`config.mk`:
```
export PLATFORM = sky130hd
export DESIGN_NAME = perceptron_sample_loader
export DESIGN_NICKNAME = d
export VERILOG_FILES = /design/src/rtl/perceptron_sample_loader.sv
export SDC_FILE = /design/constraint.sdc
export NUM_CORES = 1
export LEC_CHECK = 0
export ABC_AREA = 1
export CORE_MARGIN = 2
export CORE_UTILIZATION = 45
export DETAILED_ROUTE_END_ITERATION = 10
export PLACE_DENSITY = 0.69
export SKIP_CTS_REPAIR_TIMING = 1
export SLEW_MARGIN = 40
export SYNTH_ARGS = -nofsm -noshare
export SYNTH_HDL_FRONTEND = slang
export SYNTH_SLANG_ARGS = --single-unit
export TNS_END_PERCENT = 30
```
`constraint.sdc`:
```
create_clock -name clk -period 1.92 [get_ports clk]
set_clock_uncertainty 0.2 [all_clocks]
set_input_delay 0.288 -clock clk [delete_from_list [all_inputs] [get_ports clk]]
set_output_delay 0.288 -clock clk [all_outputs]
set_load 0.005 [all_outputs]
```
`src/rtl/perceptron_sample_loader.sv`:
```
// Byte-serial sample loader for the perceptron trainer: assembles training bytes into a sample
// buffer, then replays the buffer over a valid/ready stream for a fixed number of epochs.
module perceptron_sample_loader #(
  parameter int unsigned INP_N_SAMPLES = 3,
  parameter int unsigned INP_DIM       = 2,
  parameter int unsigned N_EPOCHS      = 4,
  localparam int unsigned IdxW  = (INP_N_SAMPLES > 1) ? $clog2(INP_N_SAMPLES) : 1,
  localparam int unsigned EpW   = $clog2(N_EPOCHS + 1),
  localparam int unsigned FeatW = $clog2(INP_DIM + 1)
) (
  input  logic                 clk,
  input  logic                 rst,
  input  logic                 in_valid,
  input  logic [7:0]           in_data,
  output logic                 in_ready,
  input  logic                 start,
  input  logic                 clear,
  output logic                 smp_valid,
  input  logic                 smp_ready,
  output logic [4*INP_DIM-1:0] smp_x,
  output logic                 smp_y,
  output logic [IdxW-1:0]      smp_idx,
  output logic                 smp_last,
  output logic [EpW-1:0]       epoch,
  output logic                 busy,
  output logic                 done
);

  typedef enum logic [1:0] {StLoad, StFull, StStream, StDone} state_e;

  localparam logic [IdxW-1:0]  LastIdx   = IdxW'(INP_N_SAMPLES - 1);
  localparam logic [EpW-1:0]   LastEpoch = EpW'(N_EPOCHS - 1);
  localparam logic [FeatW-1:0] LabelPos  = FeatW'(INP_DIM);

  state_e               state_q, state_d;
  logic [FeatW-1:0]     feat_q, feat_d;
  logic [IdxW-1:0]      wr_idx_q, wr_idx_d;
  logic [IdxW-1:0]      rd_idx_q, rd_idx_d;
  logic [EpW-1:0]       epoch_q, epoch_d;
  logic [4*INP_DIM-1:0] x_buf_q [INP_N_SAMPLES];
  logic [INP_N_SAMPLES-1:0] y_buf_q;
  logic                 accept;

  logic                 smp_valid_q, smp_valid_d;
  logic [4*INP_DIM-1:0] smp_x_q, smp_x_d;
  logic                 smp_y_q, smp_y_d;
  logic [IdxW-1:0]      smp_idx_q, smp_idx_d;
  logic                 smp_last_q, smp_last_d;
  logic                 busy_q, busy_d;
  logic                 done_q, done_d;

  // High nibble of each byte is never stored.
  logic unused_in_hi;
  assign unused_in_hi = ^in_data[7:4];

  assign in_ready = (state_q == StLoad);
  // A byte that arrives together with clear is dropped.
  assign accept   = in_valid && in_ready && !clear;

  always_ff @(posedge clk or posedge rst) begin
    if (rst) begin
      state_q  <= StLoad;
      feat_q   <= '0;
      wr_idx_q <= '0;
      rd_idx_q <= '0;
      epoch_q  <= '0;
    end else begin
      state_q  <= state_d;
      feat_q   <= feat_d;
      wr_idx_q <= wr_idx_d;
      rd_idx_q <= rd_idx_d;
      epoch_q  <= epoch_d;
    end
  end

  always_comb begin
    state_d  = state_q;
    feat_d   = feat_q;
    wr_idx_d = wr_idx_q;
    rd_idx_d = rd_idx_q;
    epoch_d  = epoch_q;
    if (clear) begin
      state_d  = StLoad;
      feat_d   = '0;
      wr_idx_d = '0;
      rd_idx_d = '0;
      epoch_d  = '0;
    end else begin
      unique case (state_q)
        StLoad: begin
          if (accept) begin
            if (feat_q == LabelPos) begin
              feat_d = '0;
              if (wr_idx_q == LastIdx) begin
                wr_idx_d = '0;
                state_d  = StFull;
              end else begin
                wr_idx_d = wr_idx_q + IdxW'(1);
              end
            end else begin
              feat_d = feat_q + FeatW'(1);
            end
          end
        end
        StFull, StDone: begin
          if (start) begin
            state_d  = StStream;
            rd_idx_d = '0;
            epoch_d  = '0;
          end
        end
        StStream: begin
          if (smp_ready) begin
            if (rd_idx_q == LastIdx) begin
              rd_idx_d = '0;
              epoch_d  = epoch_q + EpW'(1);
              if (epoch_q == LastEpoch) state_d = StDone;
            end else begin
              rd_idx_d = rd_idx_q + IdxW'(1);
            end
          end
        end
        default: state_d = StLoad;
      endcase
    end
  end

  // Sample storage carries no reset; its contents are only read after a full load.
  always_ff @(posedge clk) begin
    if (accept) begin
      if (feat_q == LabelPos) y_buf_q[wr_idx_q] <= in_data[0];
      for (int d = 0; d < int'(INP_DIM); d++) begin
        if (feat_q == FeatW'(d)) x_buf_q[wr_idx_q][4*d +: 4] <= in_data[3:0];
      end
    end
  end

  // Outputs are registered from the next state so they line up with the state they describe.
  always_comb begin
    smp_valid_d = (state_d == StStream);
    busy_d      = (state_d == StStream);
    done_d      = (state_d == StDone);
    smp_x_d     = smp_x_q;
    smp_y_d     = smp_y_q;
    smp_idx_d   = smp_idx_q;
    if (state_d == StStream) begin
      smp_x_d   = x_buf_q[rd_idx_d];
      smp_y_d   = y_buf_q[rd_idx_d];
      smp_idx_d = rd_idx_d;
    end else if (state_d == StLoad) begin
      smp_x_d   = '0;
      smp_y_d   = 1'b0;
      smp_idx_d = '0;
    end
    smp_last_d = (state_d == StStream) && (rd_idx_d == LastIdx) && (epoch_d == LastEpoch);
  end

  always_ff @(posedge clk or posedge rst) begin
    if (rst) begin
      smp_valid_q <= 1'b0;
      smp_x_q     <= '0;
      smp_y_q     <= 1'b0;
      smp_idx_q   <= '0;
      smp_last_q  <= 1'b0;
      busy_q      <= 1'b0;
      done_q      <= 1'b0;
    end else begin
      smp_valid_q <= smp_valid_d;
      smp_x_q     <= smp_x_d;
      smp_y_q     <= smp_y_d;
      smp_idx_q   <= smp_idx_d;
      smp_last_q  <= smp_last_d;
      busy_q      <= busy_d;
      done_q      <= done_d;
    end
  end

  assign smp_valid = smp_valid_q;
  assign smp_x     = smp_x_q;
  assign smp_y     = smp_y_q;
  assign smp_idx   = smp_idx_q;
  assign smp_last  = smp_last_q;
  assign epoch     = epoch_q;
  assign busy      = busy_q;
  assign done      = done_q;

endmodule

```
==> impl_metrics.csv <==
group,metric,value,unit
global_route,grt_util_met2,0.249,
sta,layout_min_cycle_time,1.74,ns
sta,fmax,576,MHz
yosys,synth_area,2260,um2
route,wl,3860,um
die,die_h,74.9,um
yosys,syn_avg_cell_area,9.60,um2
cts,cts_buffers,5,
cells_and_area,layout.cells.non_filler,349,
power,cellPowerDensity,671,nW/um2
die,start_util,0.473,
die,io_pins,33,
critical_path,critPathArrivalTime,1.77,ns
cts,clockBufferDepth,2,
yosys,ys_seq_area_frac,0.634,
global_route,track_usage,0.156,
placement,place.gp.congestion,0.745,
critical_path,slowest_delay,0.42,ns
route,antenna_left,0,
sta,worstMarginPinSlew,0.311,ns
cells_and_area,synthToLayoutAreaGrowth,24.8,%
route,via_count,1564,
power,ir_drop,0.000363,V
run,max_cap_viol_count,0,
placement,portBuffers,28,
cts,clk_pin_slew,0.09,ns
cells_and_area,num_antenna_cells,0,
yosys,synthCells,236,
sta,slew_headroom,0.793,
global_route,grt_antenna_before_repair,0,
cts,clock-root-buffer,"clkbuf_8",
sta,final_max_slew_viol_count,0,
die,rows,25,
die,die_w,74.9,um
route,drc,0,
critical_path,crit_path_top_delay_cell,"dfrtp_1",
cts,clkSinkCount,52,
sta,rsz0062_at_grt,"false",
die,core_area,4790,um2
placement,post-place-ws,-0.156,ns
critical_path,worstPathRequired,1.96,ns
sta,setup_violations,0,
yosys,synth_warnings,0,
cts,cts_tree,"built",
critical_path,crit_path_end_kind,"flip-flop",
global_route,gr-total-overflow,0,
global_route,grt_pass1_wl,6530,um
critical_path,worstSetupPathType,"reg2reg",
global_route,grt_pass1_vias,1457,
yosys,synth_nets,252,
critical_path,worst-path-max-fanout,11,
cts,htree_num_levels,2,
placement,place_inst,341,
route,viasPerCell,4.48,
global_route,busiest_layer,"met2",
die,dieArea,5620,um2
route,drt_iter0_drc,91,
global_route,use_met1,0.212,
min_path,hold_path_class,"in2async",
cells_and_area,final_nets,297,
sta,setup_slack,0.183,ns
sta,fin_crit_sh,0.904,
placement,dp.final_hpwl,2880,um
critical_path,crit_chain,"ha_1, ha_1, nand3_1, a21oi_1, nand2_2, nand2_2, inv_2, nand2_1, nor2_1",
power,p_leak,0.00133,uW
yosys,ys_types,24,
sta,tns,0,ns
critical_path,start_kind,"flip-flop",
yosys,ys_seq_elements,52,
global_route,use_met3,0.0321,
sta,hold_viol,0,
route,drt_pass1_iterations,5,
cts,worst_skew_pair.late_latency,0.29,ns
route,post_drt_wl_per_cell,11.1,um
global_route,grt_max_degree,26,
cells_and_area,drive_gt1_frac,0.142,
status,outcome,"complete, no violations",
[metal layers]
metal,wire (um),part of all wire
met5,0,0
met1,1850,0.48
met4,46,0.012
met2,1850,0.48
met3,108,0.028
[stage by stage]
| stage | hold slack [ns] | area, um2 | util | power (uW) |
|---|---|---|---|---|
| finish | 0.125 | 2830 | 0.590 | 1900 |
| global route | 0.148 | 2830 | 0.590 | 1960 |
| CTS | 0.139 | 2820 | 0.589 | 1920 |
| detailed placement | 0.265 | 2730 | 0.570 | 1320 |
| global placement | 0.261 | 2730 | 0.570 | 1320 |
| floorplan | 0.115 | 2260 | - | 1260 |
[area by class of cell]
type                    count  area (um2)
clock buffers               6        72.6
clock inverters             2        16.3
fillers                   411        1960
inverters                  40         150
multi-input cells         137         629
flip-flops and latches     52        1440
well taps                  67        83.8
repair buffers             45         435
[state kept, by name, summed over array words and instances (netlist names)]
| name | cells |
|---|---|
| wr_idx_q | 2 |
| smp_idx | 2 |
| feat_q | 2 |
| x_buf_q | 24 |
| smp_x | 8 |
| busy | 1 |
| smp_last | 1 |
| done | 1 |
| smp_y | 1 |
| y_buf_q | 3 |
| epoch | 3 |
| rd_idx_q | 2 |
| state_q | 2 |
[worst max-delay path, delay by kind of cell (launching register included)]
kind / cells / cell delay (ns)
AND/OR/NAND/NOR: 5 / 0.41
flip-flops: 1 / 0.42
AO/OA/AOI/OAI: 1 / 0.08
adder cells (fa/ha/maj): 2 / 0.39
buffers and inverters: 1 / 0.17
[worst paths after layout]
path                            slack (ns)     start    endpoint  cells past startpoint
max in group asynchronous             1.12       rst  state_q[0]                      3
worst max-delay path                  0.18  epoch[0]    smp_last                      9
worst min register to register        0.28  smp_x[4]    smp_x[4]                      2
worst max register to register        0.18  epoch[0]    smp_last                      9
worst min-delay path                  0.13       rst    smp_x[1]                      3
min in group clk                      0.28  smp_x[4]    smp_x[4]                      2
[layout by cell type, fill, tap and decap left out]
cell and count:
nand2_1 71, inv_1 34, clkdlybuf4s50_1 27, edfxtp_1 27
nand3_1 26, dfrtp_1 24, nor2_1 17, buf_4 15
inv_2 6, clkbuf_8 5, o21ai_0 4, nand2_2 3
nor2_2 2, o22ai_1 2, a21oi_1 2, ha_1 2
buf_12 2, nor2_4 1, nand3_2 1, o21ai_1 1
o21ai_2 1, nand2_4 1, nand3b_1 1, o211ai_1 1
xor2_1 1, clkinv_4 1, clkinvlp_4 1, clkbuf_1 1
dlymetal6s2s_1 1, dfrtp_2 1
[cells by family (layout without fill, tap and decap cells)]
kind of cell,after synthesis,after routing,synth area share
AND/OR/NAND/NOR,123,123,0.234
flip-flops,52,52,0.634
buffers and inverters,47,93,0.0889
AO/OA/AOI/OAI,11,11,0.0282
adder cells (fa/ha/maj),2,2,0.0110
XOR/XNOR,1,1,0.00387
[cell usage after synthesis, drive strengths merged]
| master | instances | area, um2 |
|---|---|---|
| o21ai | 6 | 33.8 |
| nand3b | 1 | 7.51 |
| xor2 | 1 | 8.76 |
| buf | 7 | 51.3 |
| ha | 2 | 25.0 |
| dfrtp | 25 | 626 |
| inv | 40 | 150 |
| edfxtp | 27 | 811 |
| o211ai | 1 | 7.51 |
| nor2 | 20 | 87.6 |
| nand3 | 27 | 140 |
| nand2 | 75 | 294 |
| o22ai | 2 | 12.5 |
| a21oi | 2 | 10.0 |
[power by group]
group          leakage (uW)  total, uW  switching, uW  internal, uW
clock             0.0000414        600            340           260
sequential         0.000590       1190           4.13          1190
combinational      0.000703        104           59.6          44.5
total               0.00133       1900            404          1490
(Power assumes the default switching activity.)
